## src/rtl/pc_fetch_pkg.sv

```systemverilog
// Shared core definitions for the fetch stage: instruction constants,
// next-PC select encodings, fetch FSM states and memory geometry.
package pc_fetch_pkg;

    localparam logic [31:0] NOP_INST      = 32'h0000_0013;  // addi x0, x0, 0
    localparam logic        PC_SRC_SEQ    = 1'b0;
    localparam logic        PC_SRC_TARGET = 1'b1;
    localparam int          IMEM_DEPTH    = 32;

    typedef enum logic [1:0] {
        ST_RUN   = 2'd0,
        ST_HALT  = 2'd1,
        ST_FAULT = 2'd2
    } fetch_state_e;

endpackage

```

## src/rtl/pc_fetch_pc_next.sv

```systemverilog
// Next-PC adder and target legality checker; purely combinational so the
// branch unit can share it.
module pc_next
    import pc_fetch_pkg::*;
#(
    parameter int DEPTH = IMEM_DEPTH
) (
    input  logic [31:0] i_pc,
    input  logic        i_pc_src,
    input  logic [31:0] i_imm_ext,
    output logic [31:0] o_next_pc,
    output logic [31:0] o_pc_plus4,
    output logic        o_misaligned,
    output logic        o_out_of_range,
    output logic        o_illegal
);

    // First byte address past the end of instruction memory.
    localparam logic [31:0] PC_LIMIT = 32'(4 * DEPTH);

    logic [31:0] w_pc_plus4;
    logic [31:0] w_pc_target;
    logic [31:0] w_next_pc;

    assign w_pc_plus4  = i_pc + 32'd4;
    assign w_pc_target = i_pc + i_imm_ext;
    assign w_next_pc   = (i_pc_src == PC_SRC_TARGET) ? w_pc_target : w_pc_plus4;

    assign o_next_pc      = w_next_pc;
    assign o_pc_plus4     = w_pc_plus4;
    assign o_misaligned   = (w_next_pc[1:0] != 2'b00);
    assign o_out_of_range = (w_next_pc >= PC_LIMIT);
    assign o_illegal      = o_misaligned | o_out_of_range;

endmodule

```

## src/rtl/pc_fetch.sv

```systemverilog
// Program counter and fetch control: drives the instruction memory address,
// gates the returned instruction, and tracks run/halt/fault state.
module pc_fetch
    import pc_fetch_pkg::*;
#(
    parameter int          DEPTH    = IMEM_DEPTH,
    parameter int          ADDR_W   = $clog2(DEPTH),
    parameter logic [31:0] RESET_PC = 32'h0000_0000
) (
    input  logic              clk,
    input  logic              reset,
    input  logic              stall,
    input  logic              pc_src,
    input  logic [31:0]       imm_ext,
    output logic [ADDR_W-1:0] address,
    input  logic [31:0]       inst_in,
    output logic [31:0]       inst,
    output logic [31:0]       pc,
    output logic [31:0]       pc_plus4,
    output logic              valid,
    output logic              halted,
    output logic              fault,
    output logic [31:0]       fault_pc,
    output logic [31:0]       retired
);

    fetch_state_e r_state;
    fetch_state_e w_state_next;
    logic [31:0]  r_pc;
    logic [31:0]  w_pc_next;
    logic [31:0]  r_retired;
    logic [31:0]  w_retired_next;
    logic [31:0]  w_retired_inc;
    logic [31:0]  r_fault_pc;
    logic [31:0]  w_fault_pc_next;

    logic [31:0]  w_target_pc;
    logic [31:0]  w_pc_plus4;
    logic         w_misaligned;
    logic         w_out_of_range;
    logic         w_illegal;
    logic         w_zero_inst;

    pc_next #(
        .DEPTH (DEPTH)
    ) u_pc_next (
        .i_pc           (r_pc),
        .i_pc_src       (pc_src),
        .i_imm_ext      (imm_ext),
        .o_next_pc      (w_target_pc),
        .o_pc_plus4     (w_pc_plus4),
        .o_misaligned   (w_misaligned),
        .o_out_of_range (w_out_of_range),
        .o_illegal      (w_illegal)
    );

    assign w_zero_inst   = (inst_in == 32'd0);
    // Counter sticks at all-ones rather than wrapping back to zero.
    assign w_retired_inc = (r_retired == 32'hFFFF_FFFF) ? r_retired : r_retired + 32'd1;

    always_ff @(posedge clk) begin
        if (reset) begin
            r_state    <= ST_RUN;
            r_pc       <= RESET_PC;
            r_retired  <= 32'd0;
            r_fault_pc <= 32'd0;
        end else begin
            r_state    <= w_state_next;
            r_pc       <= w_pc_next;
            r_retired  <= w_retired_next;
            r_fault_pc <= w_fault_pc_next;
        end
    end

    always_comb begin
        w_state_next    = r_state;
        w_pc_next       = r_pc;
        w_retired_next  = r_retired;
        w_fault_pc_next = r_fault_pc;
        case (r_state)
            ST_RUN: begin
                if (!stall) begin
                    if (w_zero_inst) begin
                        w_state_next = ST_HALT;
                    end else if (w_illegal) begin
                        // The branching instruction itself completed; only the target is bad.
                        w_state_next    = ST_FAULT;
                        w_fault_pc_next = w_target_pc;
                        w_retired_next  = w_retired_inc;
                    end else begin
                        w_pc_next      = w_target_pc;
                        w_retired_next = w_retired_inc;
                    end
                end
            end
            default: ;
        endcase
    end

    assign address  = r_pc[ADDR_W+1:2];
    assign pc       = r_pc;
    assign pc_plus4 = w_pc_plus4;
    assign valid    = (r_state == ST_RUN) && !stall && !w_zero_inst;
    assign inst     = valid ? inst_in : NOP_INST;
    assign halted   = (r_state == ST_HALT);
    assign fault    = (r_state == ST_FAULT);
    assign fault_pc = r_fault_pc;
    assign retired  = r_retired;

endmodule

```

## config.mk

```make
export PLATFORM = sky130hd
export DESIGN_NAME = pc_fetch
export DESIGN_NICKNAME = d
export VERILOG_FILES = /design/src/rtl/pc_fetch_pkg.sv /design/src/rtl/pc_fetch_pc_next.sv /design/src/rtl/pc_fetch.sv
export SDC_FILE = /design/constraint.sdc
export NUM_CORES = 1
export LEC_CHECK = 0
export CAP_MARGIN = 10
export CORE_MARGIN = 5
export CORE_UTILIZATION = 25
export CTS_CLUSTER_DIAMETER = 200
export CTS_CLUSTER_SIZE = 8
export DETAILED_ROUTE_END_ITERATION = 10
export PLACE_DENSITY = 0.59
export SETUP_SLACK_MARGIN = 0.02
export SLEW_MARGIN = 10
export SYNTH_ARGS = -nofsm -noshare
export SYNTH_HDL_FRONTEND = slang
export SYNTH_SLANG_ARGS = --single-unit
```

## constraint.sdc

```tcl
create_clock -name clk -period 6.13 [get_ports clk]
set_input_delay 1.839 -clock clk [delete_from_list [all_inputs] [get_ports clk]]
set_output_delay 1.839 -clock clk [all_outputs]
set_load 0.03 [all_outputs]
```

---- Word-level counts from Yosys, hierarchy flattened ----
Index checks and enable logic that the tools add are counted.
cells by class
  reduce and logical (&&, ||, !) cells .... 12
  add/sub/neg operators ................... 3
  bitwise logic cells ..................... 5
  equality and inequality tests ........... 3
  $lt $le $gt $ge ......................... 1
  multiplexer cells ....................... 4
operator list
  cell                                                   count
  2-to-1 mux 32 bit                                      2
  adder 32 x 1 -> 32 bit (second input constant)         1
  adder 32 x 3 -> 32 bit (second input constant)         1
  adder 32 bit                                           1
  == test 32 bit (second input constant)                 1
  >= comparator 32 x 8 -> 1 bit (second input constant)  1
  zero test 32 bit                                       1
  AND reduction 4 bit                                    3
  2-to-1 mux 2 bit                                       2
  inverter 1 bit                                         4
  nonzero test 2 bit                                     2
  AND reduction 3 bit                                    1
  == test 2 x 1 -> 1 bit (second input constant)         1
  == test 2 bit (second input constant)                  1
  logical AND 1 bit                                      2
  zero test 1 bit                                        2
  zero test 2 bit                                        1
  bitwise OR 1 bit                                       1
storage, ports and cells
  flip-flop bits (word level) ............. 98
  output and inout bits ................... 168
  input port bits ......................... 68
  word-level logic and storage cells ...... 32

---- Logic depth before layout (Yosys ltp) ----
  depth after elaboration ................. 6
  gate-level depth with buffers ........... 15

---- By module ----
From an unflattened synthesis, not the netlist that was laid out.
second synthesis, totals
  cell total of the unflattened synthesis .. 986
  area total of the unflattened synthesis .. 7462.2 µm²
by module, submodules not included
  module    times used  sequential area each (µm²)  area an instance (µm²)  cells each
  pc_fetch  1           1961.9                      4455.5                  523
  pc_next   1           0.0                         3006.6                  463

---- Worst setup path after synthesis ----
Ideal clock, no wire load.
  path kind ............................... input port to output port
  start ................................... input inst_in[20]
  end ..................................... output inst[23]
  setup slack ............................. 729 ps
  arrival ................................. 3562 ps
  path buffers ............................ 2
  stages on the path ...................... 8
  cells stage by stage .................... nor4_1 -> nand2_1 -> nor4_1 -> or4_1 -> inv_1 -> clkbuf_1 -> clkbuf_1 -> and2_1
on the way
  word-level cells in the longest chain between the ends .. 4
ends and longest elaborated chain
  item               RTL line         RTL
  from (decl)        pc_fetch.sv:16   input logic [31:0] inst_in,
  zero test 32 bit   pc_fetch.sv:57   assign w_zero_inst = (inst_in == 32'd0);
  zero test 1 bit    pc_fetch.sv:103  assign valid = (r_state == ST_RUN) && !stall && !w_zero_inst;
  logical AND 1 bit  pc_fetch.sv:103
  named net valid    pc_fetch.sv:20   output logic valid,
  2-to-1 mux 32 bit  pc_fetch.sv:104  assign inst = valid ? inst_in : NOP_INST;
  to (decl)          pc_fetch.sv:17   output logic [31:0] inst,
The timed path passes the listed nets, and every way through them passes these cells.

---- Worst setup path in the final report ----
  start ................................... input inst_in[28]
  end ..................................... output valid
on the way
  word-level cells in the longest chain between the ends .. 3
ends and longest elaborated chain
  item               RTL line
  zero test 32 bit   pc_fetch.sv:57
  zero test 1 bit    pc_fetch.sv:103
  logical AND 1 bit  pc_fetch.sv:103
  to (decl)          pc_fetch.sv:20
Every way passes these cells.

==> impl_metrics.json <==
{
  "outcome": "finished, final reports clean",
  "ys_warn_count": 0,
  "num_vias": 7642,
  "syn_inst": 910,
  "drc": 0,
  "fmax_mhz": 171,
  "crit_slowest_cell": "clkdlybuf4s50_1",
  "die-height_um": 179,
  "synthFlopType": "dfxtp_1",
  "start_kind": "input pin",
  "grt_use_total": 0.170,
  "fin_nets": 1253,
  "io_buffers": 235,
  "drtPass1Iterations": 5,
  "clk_path_buf_depth": 2,
  "async_reset_ff_frac": 0,
  "start_util": 0.255,
  "die_area_um2": 31900,
  "nFillCells": 2922,
  "io_pins": 236,
  "clock-sinks": 98,
  "synth_seq_cells": 98,
  "drv_cap": 0,
  "cpMostUsedCell": "clkdlybuf4s50_1",
  "synth-edff-count": 0,
  "viasPerCell": 4.98,
  "worstSetupPathType": "in2out",
  "cts.root.buffer_cell": "clkbuf_16",
  "dieWidth_um": 179,
  "max_stage_delay_ns": 0.60,
  "leakage_nw": 3.87,
  "setup_tns_ns": 0,
  "ctsHoldBuffers": 0,
  "final_common_cell": "clkdlybuf4s50_1",
  "wl_per_cell_um": 18.3,
  "synth_nets": 1012,
  "core_area_um2": 27900,
  "relSlewSlack": 0.472,
  "grt_pass1_wl_um": 42400,
  "synth_cell_type_count": 68,
  "wirelength_um": 28000,
  "drive_above_1_share": 0.106,
  "hold-worst-slack_ns": 0.460,
  "syn_to_final_growth_pct": 44.5,
  "setup_violations": 0,
  "tightestPinTransition_ns": 0.792,
  "antenna_found_initial": 0,
  "cp.arrival_ns": 3.99,
  "h-tree-depth": 3,
  "min_path_type": "reg2reg",
  "cts_buffers": 9,
  "grt_remaining_overflow": 0,
  "dp_hpwl_um": 22800,
  "end_kind": "primary output",
  "grt_max_degree": 41,
  "rsz0062_at_grt": "false",
  "period_minus_slack_ns": 5.83,
  "core.rowCount": 61,
  "drt-initial-drc-count": 404,
  "num_antenna_cells": 0,
  "post-cts-setup-buffer-count": 0,
  "vdd_drop_max_uv": 96.3,
  "syn_area_per_cell_um2": 7.82,
  "skew_ns": 0.0164,
  "cp.required_ns": 4.29,
  "final_hold_viol_count": 0,
  "place_congestion": 0.864,
  "post-route-period-util": 0.951,
  "drv_slew": 0,
  "cp_cell_sequence": "clkdlybuf4s50_1, nor4_1, nand2_1, nor4_2, or4_1, inv_1, clkdlybuf4s50_1",
  "seq_area_frac_synth": 0.276,
  "clk_pin_slew_ns": 0.07,
  "layout_common_cells": "clkdlybuf4s50_1 (201), dfxtp_1 (98), nor2_1 (80)",
  "powerDensity_nw_per_um2": 155,
  "synth_area_um2": 7110,
  "path_max_fanout": 2,
  "grt_pass1_vias": 7450,
  "clock_latency_ns": 0.37,
  "detail-route-antenna-nets": 0,
  "cts_tree": "built"
}
metal layers:
metal | part of all wire | vias up | GRT usage
li1 | - | 3763 | -
met1 | 0.45 | 3561 | 0.224
met2 | 0.45 | 280 | 0.281
met3 | 0.070 | 38 | 0.0278
met4 | 0.028 | 0 | 0.0624
met5 | 0 | - | 0
logic make-up after synthesis:
kind of cell | synth area share
flops | 0.276
xor+xnor | 0.0800
mux | 0.0470
buf+inv | 0.0559
compound gates | 0.189
fa+ha+maj | 0.0609
simple gates | 0.291
Yosys cell counts, types with 12 or more instances:
master    count  area (µm²)
nand2_1      72         270
or3_1        21         131
and2_1       64         400
nand3_1      32         160
a21oi_1      54         270
o21ai_0      40         200
ha_1         33         413
nand2b_1     13        81.3
nor3_1       16        80.1
nor2b_1      14        87.6
nor4_1       12        75.1
mux2i_1      21         210
xnor2_1      37         324
dfxtp_1      98        1960
a211oi_1     27         203
xor2_1       28         245
nor2_1       80         300
inv_1        41         154
clkbuf_1     30         113
nand4_1      29         181
through the flow:
stage	cells	area (µm²)	power, mW	util	worst slack (ns)
6_report	1534	10300	1.59	0.368	0.298
5_1_grt	1534	10300	1.66	0.368	0.100
4_1_cts	1534	10300	1.61	0.368	0.0873
3_5_place_dp	1518	9970	1.01	0.357	0.0801
3_3_place_gp	1518	9970	1.01	0.357	0.0610
2_1_floorplan	910	7110	0.856	-	0.729
path summary, 6_finish.rpt:
| kind | from | to | slack, ns | cells past startpoint |
|---|---|---|---|---|
| worst max-delay path | inst_in[28] | valid | 0.30 | 7 |
| worst min-delay path | fault_pc[21]$_SDFFE_PP0P_ | fault_pc[21]$_SDFFE_PP0P_ | 0.46 | 2 |
| worst max register to register | pc[1]$_SDFFE_PP0P_ | fault_pc[17]$_SDFFE_PP0P_ | 1.87 | 13 |
| worst min register to register | fault_pc[21]$_SDFFE_PP0P_ | fault_pc[21]$_SDFFE_PP0P_ | 0.46 | 2 |
layout make-up:
| type | count | area [µm²] | share of cell area |
|---|---|---|---|
| repair buffers | 280 | 2630 | 0.255 |
| clock inverters | 7 | 78.8 | 0.00767 |
| well taps | 378 | 473 | 0.0460 |
| clock buffers | 9 | 225 | 0.0219 |
| multi-input cells | 721 | 4760 | 0.463 |
| flip-flops and latches | 98 | 1960 | 0.191 |
| inverters | 41 | 154 | 0.0150 |
worst max-delay path, delay by kind of cell:
family,cells,cell delay [ns]
buffers and inverters,3,1.13
AND/OR/NAND/NOR,4,1.01
sequential cells by signal, summed over array words and instances, names as in the netlist:
name      cells
fault_pc     32
pc           32
retired      32
r_state       2
power breakdown:
group | internal [mW] | switching (mW)
clock network | 0.291 | 0.303
logic | 0.146 | 0.187
registers | 0.651 | 0.0104
total | 1.09 | 0.501
repair_timing:
item | in CTS | in global routing
hold endpoints to repair | 0 | 0
endpoints found under the setup margin | 0 | 1
resized for setup | 0 | 1
(Power assumes the default switching activity.)
